`config.mk`:
```
export PLATFORM = sky130hd
export DESIGN_NAME = keypad_scan
export DESIGN_NICKNAME = d
export VERILOG_FILES = /design/src/rtl/keypad_scan.sv
export SDC_FILE = /design/constraint.sdc
export NUM_CORES = 1
export LEC_CHECK = 0
export BUFFER_PORTS_ARGS = -buffer_cell sky130_fd_sc_hd__buf_2
export CORE_MARGIN = 2
export CORE_UTILIZATION = 45
export DETAILED_ROUTE_END_ITERATION = 6
export HOLD_SLACK_MARGIN = 0.1
export PLACE_DENSITY = 0.75
export SETUP_SLACK_MARGIN = 0.4
export SLEW_MARGIN = 40
export SYNTH_ARGS = -nofsm -noshare
export SYNTH_HDL_FRONTEND = slang
export SYNTH_SLANG_ARGS = --single-unit
```
`constraint.sdc`:
```
create_clock -name clk -period 3.2 [get_ports clk]
set_clock_uncertainty 0.1 [all_clocks]
set_input_delay 0.16 -clock clk [delete_from_list [all_inputs] [get_ports clk]]
set_output_delay 0.16 -clock clk [all_outputs]
set_load 0.05 [all_outputs]
```
`src/rtl/keypad_scan.sv`:
```
// 4x4 matrix keypad scanner: strobes one column low per scan tick, samples the rows,
// classifies each 4-column frame and debounces the result into a hex key code.
module keypad_scan #(
  parameter int SCAN_DIV = 16000,
  parameter int DEBOUNCE = 4
) (
  input  logic       clk,
  input  logic       rst,
  input  logic [3:0] ROW,
  output logic [3:0] COL,
  output logic [3:0] key_code,
  output logic       key_valid,
  output logic       key_down,
  output logic [1:0] state_dbg
);

  localparam int DW = $clog2(SCAN_DIV);
  localparam int CW = $clog2(DEBOUNCE + 1);

  typedef enum logic [1:0] {
    IDLE = 2'd0,
    DEB  = 2'd1,
    HELD = 2'd2
  } state_t;

  state_t        state;
  logic [DW-1:0] div_cnt;
  logic          tick;
  logic [1:0]    col_idx;
  logic [3:0]    row_m;
  logic [3:0]    row_s;

  logic [1:0]    hit_cnt;
  logic          frame_multi;
  logic [1:0]    hit_r;
  logic [1:0]    hit_c;

  logic [3:0]    row_act;
  logic [1:0]    cur_r;
  logic          cur_one;
  logic          cur_multi;
  logic [1:0]    tot_hits;
  logic          frame_end;
  logic          frame_key_ok;
  logic [1:0]    frame_r;
  logic [1:0]    frame_c;
  logic [3:0]    frame_code;

  logic [3:0]    cand;
  logic [CW-1:0] cnt;
  logic [CW-1:0] rcnt;

  function automatic logic [3:0] key_map(input logic [1:0] r, input logic [1:0] c);
    logic [3:0] code;
    case ({r, c})
      4'h0: code = 4'h1;
      4'h1: code = 4'h2;
      4'h2: code = 4'h3;
      4'h3: code = 4'hA;
      4'h4: code = 4'h4;
      4'h5: code = 4'h5;
      4'h6: code = 4'h6;
      4'h7: code = 4'hB;
      4'h8: code = 4'h7;
      4'h9: code = 4'h8;
      4'hA: code = 4'h9;
      4'hB: code = 4'hC;
      4'hC: code = 4'hE;
      4'hD: code = 4'h0;
      4'hE: code = 4'hF;
      default: code = 4'hD;
    endcase
    return code;
  endfunction

  assign tick      = (div_cnt == DW'(SCAN_DIV - 1));
  assign frame_end = tick && (col_idx == 2'd3);
  assign state_dbg = state;

  always_ff @(posedge clk) begin
    if (rst) div_cnt <= '0;
    else if (tick) div_cnt <= '0;
    else div_cnt <= div_cnt + 1'b1;
  end

  // COL is kept equal to ~(1 << col_idx) by rotating it together with col_idx.
  always_ff @(posedge clk) begin
    if (rst) begin
      col_idx <= 2'd0;
      COL     <= 4'b1110;
    end else if (tick) begin
      col_idx <= col_idx + 2'd1;
      COL     <= {COL[2:0], COL[3]};
    end
  end

  always_ff @(posedge clk) begin
    if (rst) begin
      row_m <= 4'hF;
      row_s <= 4'hF;
    end else begin
      row_m <= ROW;
      row_s <= row_m;
    end
  end

  always_comb begin
    row_act   = ~row_s;
    cur_r     = 2'd0;
    cur_one   = 1'b1;
    case (row_act)
      4'b0001: cur_r = 2'd0;
      4'b0010: cur_r = 2'd1;
      4'b0100: cur_r = 2'd2;
      4'b1000: cur_r = 2'd3;
      default: cur_one = 1'b0;
    endcase
    cur_multi = (row_act != 4'b0000) && !cur_one;
  end

  // The frame-end tick's own sample is folded in before the accumulator clears.
  always_comb begin
    tot_hits = hit_cnt;
    if (cur_one && hit_cnt != 2'd2) tot_hits = hit_cnt + 2'd1;
    frame_key_ok = (tot_hits == 2'd1) && !frame_multi && !cur_multi;
    frame_r      = (hit_cnt != 2'd0) ? hit_r : cur_r;
    frame_c      = (hit_cnt != 2'd0) ? hit_c : col_idx;
    frame_code   = key_map(frame_r, frame_c);
  end

  always_ff @(posedge clk) begin
    if (rst || frame_end) begin
      hit_cnt     <= 2'd0;
      frame_multi <= 1'b0;
      hit_r       <= 2'd0;
      hit_c       <= 2'd0;
    end else if (tick) begin
      if (cur_one) begin
        if (hit_cnt == 2'd0) begin
          hit_r <= cur_r;
          hit_c <= col_idx;
        end else begin
          frame_multi <= 1'b1;
        end
        hit_cnt <= tot_hits;
      end
      if (cur_multi) frame_multi <= 1'b1;
    end
  end

  // Debounce FSM; only advances on frame-end ticks. key_valid is a one-cycle pulse.
  always_ff @(posedge clk) begin
    if (rst) begin
      state     <= IDLE;
      cand      <= 4'h0;
      cnt       <= '0;
      rcnt      <= '0;
      key_code  <= 4'h0;
      key_valid <= 1'b0;
      key_down  <= 1'b0;
    end else begin
      key_valid <= 1'b0;
      if (frame_end) begin
        case (state)
          IDLE: begin
            if (frame_key_ok) begin
              cand <= frame_code;
              cnt  <= CW'(1);
              if (DEBOUNCE == 1) begin
                key_code  <= frame_code;
                key_valid <= 1'b1;
                key_down  <= 1'b1;
                rcnt      <= '0;
                state     <= HELD;
              end else begin
                state <= DEB;
              end
            end
          end
          DEB: begin
            if (frame_key_ok && frame_code == cand) begin
              if (int'(cnt) + 1 >= DEBOUNCE) begin
                key_code  <= cand;
                key_valid <= 1'b1;
                key_down  <= 1'b1;
                rcnt      <= '0;
                state     <= HELD;
              end else begin
                cnt <= cnt + 1'b1;
              end
            end else if (frame_key_ok) begin
              cand <= frame_code;
              cnt  <= CW'(1);
            end else begin
              state <= IDLE;
            end
          end
          HELD: begin
            if (frame_key_ok && frame_code == cand) begin
              rcnt <= '0;
            end else if (int'(rcnt) + 1 >= DEBOUNCE) begin
              rcnt     <= '0;
              key_down <= 1'b0;
              state    <= IDLE;
            end else begin
              rcnt <= rcnt + 1'b1;
            end
          end
          default: state <= IDLE;
        endcase
      end
    end
  end

endmodule
```
## Word level (Yosys, flattened, before mapping)

Memories as Yosys holds them, arrays and structs flattened.
Cells that the tools add are included.

- Word-level logic and storage cells: 113
- Flip-flop bits (word level): 53
- Output and inout bits: 12
- Input bits: 6
- Memories kept: 1
- ROM bits: 64

Memory list:

| memory | words | width | rd ports | clocked after memory_dff | wr ports | line | source |
|---|---|---|---|---|---|---|---|
| (name not given) | 16 | 4 | 1 | 0 | 0 | 55 | `case ({r, c})` |

- Bitwise operators: 4
- Reduce and logical (&&, ||, !) cells: 29
- Add/subtract/negate cells: 7
- Magnitude comparators: 2
- Mux-type cells: 33
- Equality and inequality tests: 21

Operator list:

| operator | number |
|---|---|
| $mux 3 | 7 |
| $mux 2 | 9 |
| $ne 2x2->1 const B | 8 |
| $add 14x1->14 const B | 1 |
| $eq 14x14->1 const B | 1 |
| $pmux 2 s3 | 2 |
| $pmux 3 s2 | 2 |
| $reduce_and 3->1 | 4 |
| $reduce_and 6->1 | 2 |
| $mux 1 | 9 |
| $ne 3x3->1 const B | 3 |
| $add 3x1->4 const B | 2 |
| $ge 4x3->1 const B | 2 |
| $mux 4 | 2 |
| $pmux 4 s2 | 1 |
| $reduce_and 4->1 | 2 |
| $reduce_bool 2->1 | 4 |
| $reduce_or 4->1 | 2 |
| $add 3x1->3 const B | 2 |
| $logic_and 1x1->1 | 6 |
| $add 2x1->2 const B | 2 |
| $eq 2x1->1 const B | 2 |
| $eq 2x2->1 const B | 2 |
| $eq 4x1->1 const B | 1 |
| other kinds (13) | 18 |

## Logic depth before layout (Yosys ltp)

Gate-level depths: netlist (run 1).

- Depth after elaboration: 12
- Gate-level depth with buffers: 14
- Gate-level depth less buffers: 12

## Worst setup path after synthesis (run 1)

No wires, ideal clock.

- Kind: register to register
- Start point: reg hit_cnt[0]
- End point: reg rcnt[0]
- Arrival time: 3265 ps
- Cell stages (with the launch flop): 14
- Data required time: 2977 ps
- Clock period less this slack: 3488 ps
- Library setup time: 123 ps
- Setup slack: -288 ps
- Buffers on the path: 2
- Path through: dfxtp_1 -> inv_1 -> ha_1 -> buf_2 -> buf_1 -> mux2i_1 -> ha_1 -> nand4_1 -> o2bb2ai_1 -> o31ai_4 -> xnor2_1 -> nor4_4 -> a21boi_1 -> mux2_1

- Cells in the longest elaborated chain, start to end: 9
- Elaborated cells on any way between the ends: 17
- Those cells by class: 1 x add/sub; 4 x eq/ne; 5 x mux; 6 x reduce/logical; 1 x memory

RTL lines:

| element | line | source |
|---|---|---|
| start: declaration | 33 | `logic [1:0] hit_cnt;` |
| start signal: assignment | 145 | `hit_cnt <= tot_hits;` |
| branches (longest 6 deep; another with $mem_v2 16x4) | -- |  |
| $logic_and 1x1->1 (*) | 181, 199 |  |
| $ne 2x2->1 (no line) / $mux 3 (equally long branches) | -- |  |
| $reduce_and 4->1 (no line) / $pmux 3 s2 (equally long branches) | -- |  |
| end signal: assignment | 206 | `rcnt <= rcnt + 1'b1;` |
| end: declaration | 51 | `logic [CW-1:0] rcnt;` |

Every way passes the cells marked *.
A chain may end at the register's enable or synchronous reset.

## Worst setup path after layout (run 1)

- Start point: reg hit_cnt[1]
- End point: reg rcnt[0]

The elaborated chain is that of the path after synthesis.

==> flow_summary.toml, run 1 <==
[status]
outcome = "finished, final reports clean"

[yosys]
netlist_area_mm2 = 0.00297
synth_warnings = 0
synth_nets = 349
synth_seq_cells = 53
synth-seq-area-share = 0.358
syn_avg_cell_area_um2 = 8.90
synth-edff-count = 0
async_flop_share = 0
synth-main-ff-cell = "dfxtp_1"
synthCells = 333
yosysUniqueCellTypes = 64

[final_layout]
drive_above_1_share = 0.298
fin_cells = 449
syn_to_final_growth_pct = 24.6
fin_nets = 388
antenna_cells = 0

[routing]
drt_pre_antenna_iters = 4
ant_nets = 0
route.final.wire_length_mm = 6.66
vias = 2548
wire_per_inst_um = 14.8
avgViaCountPerCell = 5.67
drc = 0
drt-initial-drc-count = 121

[clocking]
clkSinkCount = 53
clock_path_buffers = 2
cts_made_buffers = 5
htree_num_levels = 2
clk-insertion-delay-late_ns = 0.30
cts-root-buf = "clkbuf_8"
clk_pin_slew_ns = 0.09
cts_tree = "done"

[global_route]
use_met2 = 0.316
grt_usage = 0.193
grt_first_pass_wirelength_mm = 11.4
grt_start_max_net_pins = 30
overflow = 0
grt.busiest_layer = "met2"
use_met3 = 0.0340
grt_util_met1 = 0.254
grt_antenna_before_repair = 0
grt_pass1_vias = 2452

[flow_run]
maxCapViolations = 0

[timing]
drv_slew = 0
setup_viol = 0
rsz0062_at_grt = "yes"
finalWorstSetupSlack_ns = 0.253
fmax_mhz = 339
hold_viol = 0
tns_ns = 0
layout_min_cycle_time_ns = 2.95
post-route-period-util = 0.921
hold_slack_ns = 0.224
relSlewSlack = 0.640
worst_pin_slew_ns = 0.540

[die]
ios = 18
fp.dieW_um = 85.2
rows = 29
start_util = 0.467
core_area_mm2 = 0.00635
dieArea_mm2 = 0.00725
die_h_um = 85.2

[place]
hpwl_mm = 4.46
pre_cts_ws_ns = 0.123
port_buffers = 17
gp_congestion = 0.853
dp_cells = 419

[power]
netSwitchingPower_uw = 307
clkPwrFrac = 0.306
p_sw_frac = 0.252
p_leak_uw = 0.00144
p_int_uw = 911
peakVddDrop_v = 0.000235
sequentialPowerShare = 0.559
power.total_uw = 1220
p_per_area_mw_per_mm2 = 330
comb_power_share = 0.135

[worst_hold_path]
holdCritPathClass = "primary input to register"
hold_depth = 2

[worst_setup_path]
required_ns = 3.30
reg2reg_slack_ns = 0.25
crit_path_end_kind = "register"
critPathKind = "register to register"
cp_max_fo = 5
worst-r2r-cell-count = 13
cp-start-kind = "register"
critPathArrivalTime_ns = 3.05
[cells by family after synthesis]
group	after synthesis	share of synthesized area
AND/OR/NAND/NOR	139	0.256
AO/OA/AOI/OAI	67	0.174
flip-flops	53	0.358
buffers and inverters	25	0.0392
XOR/XNOR	21	0.0684
multiplexers	17	0.0591
adder cells (fa/ha/maj)	11	0.0456
[repair_timing]
action                                 in CTS  in global routing
pin swaps                                  10                 19
buffers inserted                           13                  5
setup endpoints to repair                  17                 18
gates cloned                                0                  1
hold buffers                                4                  0
resized for setup                          14                 30
endpoints found under the hold margin       4                  0
[synthesized netlist by cell type, types with 5 or more instances]
| library cell | n | share of area |
|---|---|---|
| a21oi_1 | 16 | 0.027 |
| or3_1 | 5 | 0.011 |
| nand2_1 | 25 | 0.032 |
| o211ai_1 | 5 | 0.013 |
| ha_1 | 10 | 0.042 |
| mux2i_1 | 13 | 0.044 |
| and2_1 | 6 | 0.013 |
| clkbuf_1 | 7 | 0.0089 |
| nand3_1 | 15 | 0.025 |
| o21ai_0 | 6 | 0.010 |
| nor3_1 | 5 | 0.0084 |
| inv_1 | 10 | 0.013 |
| xor2_1 | 7 | 0.021 |
| nor2_1 | 31 | 0.039 |
| xnor2_1 | 13 | 0.038 |
| nor2b_1 | 8 | 0.017 |
| nand4_1 | 5 | 0.011 |
| and3_1 | 7 | 0.015 |
| or2_2 | 11 | 0.023 |
| dfxtp_1 | 53 | 0.36 |
[per-layer routing]
| layer | wire [um] | up-vias |
|---|---|---|
| met5 | 0 | - |
| met3 | 198 | 10 |
| met1 | 3090 | 1218 |
| met2 | 3250 | 45 |
| met4 | 116 | 0 |
| li1 | - | 1275 |
[sequential cells by signal, summed over array words and instances, names as in the netlist]
name / flops
COL: 4
row_m: 4
key_valid: 1
hit_cnt: 2
cnt: 3
key_code: 4
frame_multi: 1
hit_c: 2
key_down: 1
col_idx: 2
div_cnt: 14
row_s: 4
cand: 4
rcnt: 3
state_dbg: 2
hit_r: 2
[through the flow]
step	utilization	cell area, um^2
after floorplan	-	3060
after global placement	0.503	3190
after detailed placement	0.503	3190
after CTS	0.549	3490
after global routing	0.582	3690
final	0.582	3690
[cells in the final DEF, fill, tap and decap left out, types with 6 or more instances in the layout]
cell	Yosys	routed
ha_1	10	6
dfxtp_1	53	51
buf_4	3	19
nor2_1	31	31
xnor2_1	13	12
mux2i_1	13	11
nand2_1	25	25
and2_1	6	6
nand3_1	15	13
nor2b_1	8	7
clkbuf_8	0	6
inv_1	10	6
or2_2	11	11
a21oi_1	16	13
buf_2	3	17
xor2_1	7	7
[worst paths after layout]
check	from	end
setup / recovery	hit_cnt[1]	rcnt[0]
hold / removal	rst	div_cnt[6]
setup reg to reg	hit_cnt[1]	rcnt[0]
hold reg to reg	row_m[3]	row_s[3]
[power by group through the flow]
stage / combinational, uW / sequential, uW / clock, uW
2_1_floorplan: 97.0 / 694 / 0
3_3_place_gp: 122 / 696 / 0
3_5_place_dp: 124 / 696 / 0
4_1_cts: 144 / 681 / 389
5_1_grt: 179 / 683 / 422
6_report: 164 / 681 / 373
[cell type report]
class                   instances  area [um^2]
clock buffers                   7         86.3
repair buffers                 47          364
well taps                      77         96.3
inverters                      10         37.5
fillers                       518         2660
multi-input cells             255         2050
flip-flops and latches         53         1060
[critical path: stages, from the launching register on]
cell and delay [ns]:
dfxtp_2 0.35, inv_2 0.07, ha_4 0.20, mux2i_4 0.36, buf_6 0.14, ha_1 0.13
inv_1 0.07, a211oi_4 0.22, o31ai_4 0.12, xnor2_2 0.18, nor4_4 0.31, buf_4 0.22
a21boi_4 0.07, mux2_4 0.30
(Power assumes the default switching activity.)
==> run 2: changes to the inputs <==
CORE_MARGIN = not set   (was 2)
==> flow_summary.toml, run 2 (synthesis results as in run 1) <==
[status]
outcome = "finished, final reports clean"

[global_route]
grt_start_max_net_pins = 30
grt_antenna_before_repair = 0
grt_pass1_vias = 2557
overflow = 0
grt_first_pass_wirelength_mm = 11.4
grt_usage = 0.200

[timing]
worst_pin_slew_ns = 0.512
fmax_mhz = 345
hold_viol = 0
layout_min_cycle_time_ns = 2.90
rsz0062_at_grt = "yes"
relSlewSlack = 0.659
drv_slew = 0
setup_viol = 0
post-route-period-util = 0.906
tns_ns = 0

[clocking]
clkSinkCount = 53
cts_tree = "done"
cts_made_buffers = 5
clk_pin_slew_ns = 0.09
cts-root-buf = "clkbuf_8"
clk-insertion-delay-late_ns = 0.30
htree_num_levels = 2
clock_path_buffers = 2

[routing]
wire_per_inst_um = 15.2
drc = 0
drt_pre_antenna_iters = 4
ant_nets = 0
drt-initial-drc-count = 135
vias = 2572
route.final.wire_length_mm = 6.83
avgViaCountPerCell = 5.72

[final_layout]
final_util = 0.580
drive_above_1_share = 0.314
fillers = 504
antenna_cells = 0
fin_nets = 388
fin_cells = 450
syn_to_final_growth_pct = 24.2
final_common_cell = "dfxtp_1"
top_register = "div_cnt"
largest_reg_flops = 14
layout_common_cells = "dfxtp_1 (49), nor2_1 (31), nand2_1 (25), buf_4 (20), buf_2 (17)"

[power]
p_leak_uw = 0.00143
power.total_uw = 1200
p_per_area_mw_per_mm2 = 326
peakVddDrop_v = 0.000244

[die]
start_util = 0.467
ios = 18
rows = 29
dieArea_mm2 = 0.00692
core_area_mm2 = 0.00635
die_h_um = 83.2
fp.dieW_um = 83.2

[worst_setup_path]
reg2reg_from = "hit_cnt[0]"
required_ns = 3.30
critPathArrivalTime_ns = 3.00
crit_path_end_kind = "register"
worst-r2r-cell-count = 12
cp_max_fo = 5
critPathKind = "register to register"
reg2reg_slack_ns = 0.30
cp-start-kind = "register"
r2r_end = "rcnt[1]"

[place]
hpwl_mm = 4.41
port_buffers = 17
gp_congestion = 0.872
dp_cells = 418

[worst_hold_path]
hold_depth = 2
hold_start = "rst"
holdCritPathClass = "primary input to register"
min_to = "div_cnt[8]"

[flow_run]
maxCapViolations = 0
==> run 2: how the worst max path moves through the flow <==
stage / startpoint / cells past startpoint / endpoint / slack [ns]
global route: hit_cnt[0] / 13 / cnt[1] / 0.21
floorplan: hit_cnt[0] / 13 / cnt[0] / 0.23
CTS: hit_cnt[0] / 12 / rcnt[0] / 0.34
detailed placement: hit_cnt[1] / 12 / cnt[0] / 0.11
global placement: hit_cnt[0] / 12 / cnt[0] / 0.23
finish: hit_cnt[0] / 12 / rcnt[1] / 0.30
==> run 2: per-layer routing <==
layer  GRT usage  vias to the layer above  wire, um
li1            -                     1271         -
met1       0.255                     1217      3120
met2       0.334                       57      3300
met3      0.0408                       27       216
met4      0.0737                        0       198
met5           0                        -         0
==> run 2: final cells by class <==
class                           count  area, um^2  area share
Sequential cell                    53        1070       0.289
Multi-Input combinational cell    256        2070       0.561
Clock inverter                      2        10.0     0.00272
Inverter                           10        37.5      0.0102
Timing Repair Buffer               46         335      0.0910
Tap cell                           77        96.3      0.0262
Clock buffer                        6        72.6      0.0197
==> run 2: worst max-delay path, cell delays in order (launching register included) <==
cell	delay, ns
dfxtp_2	0.34
inv_2	0.07
ha_4	0.20
mux2i_4	0.30
inv_2	0.08
ha_4	0.18
nand4_1	0.12
o2bb2ai_4	0.09
mux2_4	0.29
o221a_4	0.28
a211oi_4	0.34
a21boi_4	0.12
mux2_4	0.31
==> run 2: power breakdown <==
part           internal, uW  switching (uW)
logic                  63.6            94.5
registers               669            13.3
clock network           152             209
total                   884             317
==> run 2: timing repair <==
| action | in CTS | in global routing |
|---|---|---|
| setup endpoints to repair | 18 | 18 |
| gates cloned | 2 | 0 |
| hold buffers | 4 | 0 |
| hold endpoints to repair | 4 | 0 |
| gates resized for setup | 24 | 25 |
| pin swaps | 13 | 17 |
| buffers inserted | 16 | 2 |
==> run 2: metrics by stage <==
stage	hold WS (ns)	worst slack [ns]	cell area [um^2]
floorplan	0.164	0.225	3060
global placement	0.243	0.232	3190
detailed placement	0.245	0.105	3190
CTS	0.200	0.337	3570
global route	0.233	0.205	3680
finish	0.208	0.302	3680
==> run 3: changes to the inputs <==
CORE_UTILIZATION = 40   (was 45)
PLACE_DENSITY = not set   (was 0.75)
REMOVE_ABC_BUFFERS = 1   (was not set)
==> flow_summary.toml, run 3 (synthesis results as in run 1) <==
[routing]
drt-initial-drc-count = 148
drc = 0
route.final.wire_length_mm = 7.00
ant_nets = 0
wire_per_inst_um = 15.0
avgViaCountPerCell = 5.45
drt_pre_antenna_iters = 4
vias = 2543

[clocking]
clk_pin_slew_ns = 0.09
cts_tree = "done"
clk-insertion-delay-late_ns = 0.30
cts-root-buf = "clkbuf_8"
cts_made_buffers = 5
htree_num_levels = 2
clkSinkCount = 53
clock_path_buffers = 2

[global_route]
overflow = 0
grt_first_pass_wirelength_mm = 11.5
grt_antenna_before_repair = 0
grt_usage = 0.190
grt_pass1_vias = 2416
grt_start_max_net_pins = 30

[status]
outcome = "finished, final reports clean"

[final_layout]
top_register = "div_cnt"
layout_common_cells = "dfxtp_1 (49), nor2_1 (31), nand2_1 (25), buf_2 (17)"
fin_nets = 383
fin_area_mm2 = 0.00369
drive_above_1_share = 0.285
syn_to_final_growth_pct = 24.4
fillers = 684
antenna_cells = 0
largest_reg_flops = 14
final_common_cell = "dfxtp_1"

[flow_run]
maxCapViolations = 0

[worst_setup_path]
cp_max_fo = 5
cp-start-kind = "register"
worst_path_most_repeated_cell = "ha_4"
crit_path_end_kind = "register"
path_cells = "inv_2 -> ha_4 -> mux2i_4 -> ha_4 -> nand4_1 -> o2bb2ai_4 -> a2111o_1 -> o2111ai_2 -> nor4_4 -> buf_12 -> a31o_2 -> mux2i_1"
critPathArrivalTime_ns = 3.10
max_stage_delay_ns = 0.46
required_ns = 3.33
cp_slowest_cell = "nor4_4"
critPathKind = "register to register"

[die]
rows = 31
die_h_um = 88.1
fp.dieW_um = 88.1
start_util = 0.411
ios = 18
dieArea_mm2 = 0.00776
core_area_mm2 = 0.00721

[timing]
hold_viol = 0
rsz0062_at_grt = "yes"
setup_viol = 0
drv_slew = 0
relSlewSlack = 0.631
post-route-period-util = 0.927
fmax_mhz = 337
worst_pin_slew_ns = 0.552
layout_min_cycle_time_ns = 2.97

[power]
p_leak_uw = 0.00144
power.total_uw = 1370
p_per_area_mw_per_mm2 = 370
peakVddDrop_v = 0.000205

[place]
port_buffers = 17
placed_area_mm2 = 0.00317
hpwl_mm = 4.55
gp_congestion = 0.875

[worst_hold_path]
holdCritPathClass = "primary input to register"
-- run 3: per-layer routing --
metal  global-route usage  vias to the layer above  part of all wire
met5                    0                        -                 0
met4               0.0821                        0             0.024
met3               0.0368                       18             0.041
li1                     -                     1255                 -
met2                0.321                       63              0.49
met1                0.237                     1207              0.44
-- run 3: worst paths after layout --
check | from | endpoint | slack [ns] | cells past startpoint
worst max-delay path | hit_cnt[0] | cand[0] | 0.23 | 12
worst min-delay path | rst | col_idx[0] | 0.20 | 2
worst max register to register | hit_cnt[0] | cand[0] | 0.23 | 12
worst min register to register | row_m[0] | row_s[0] | 0.32 | 1
-- run 3: stage by stage --
step,util,instances,setup slack [ns],hold slack [ns],setup TNS [ns]
detailed placement,0.439,442,-0.0631,0.244,-0.196
finish,0.511,467,0.234,0.199,0
floorplan,-,318,-0.675,0.129,-7.20
global placement,0.439,442,0.0882,0.245,0
global route,0.511,467,0.114,0.223,0
CTS,0.508,466,0.286,0.200,0
-- run 3: final cells by class --
type	instances	area [um^2]	share of cell area
repair buffers	42	328	0.0888
clock buffers	5	68.8	0.0187
flip-flops and latches	53	1070	0.289
clock inverters	3	65.1	0.0176
inverters	10	37.5	0.0102
multi-input cells	255	2000	0.542
well taps	99	124	0.0336
-- run 3: repair_timing --
item,in CTS,in global routing
hold buffers,4,0
setup endpoints to repair,18,18
pin swaps,14,4
cloned,1,0
gates resized for setup,42,7
hold endpoints to repair,4,0
setup buffers,11,1
-- run 3: worst max-delay path: cells and delay by family, from the launching register on --
kind | cells | cell delay (ns)
fa+ha+maj | 2 | 0.36
buf+inv | 2 | 0.25
compound gates | 4 | 0.76
mux | 2 | 0.51
simple gates | 2 | 0.59
flops | 1 | 0.34
-- run 3: where the power goes --
part / internal [uW] / total, uW / leakage, uW / switching (uW)
sequential: 669 / 682 / 0.000430 / 13.2
combinational: 64.8 / 157 / 0.000938 / 92.3
clock: 311 / 528 / 0.0000681 / 217
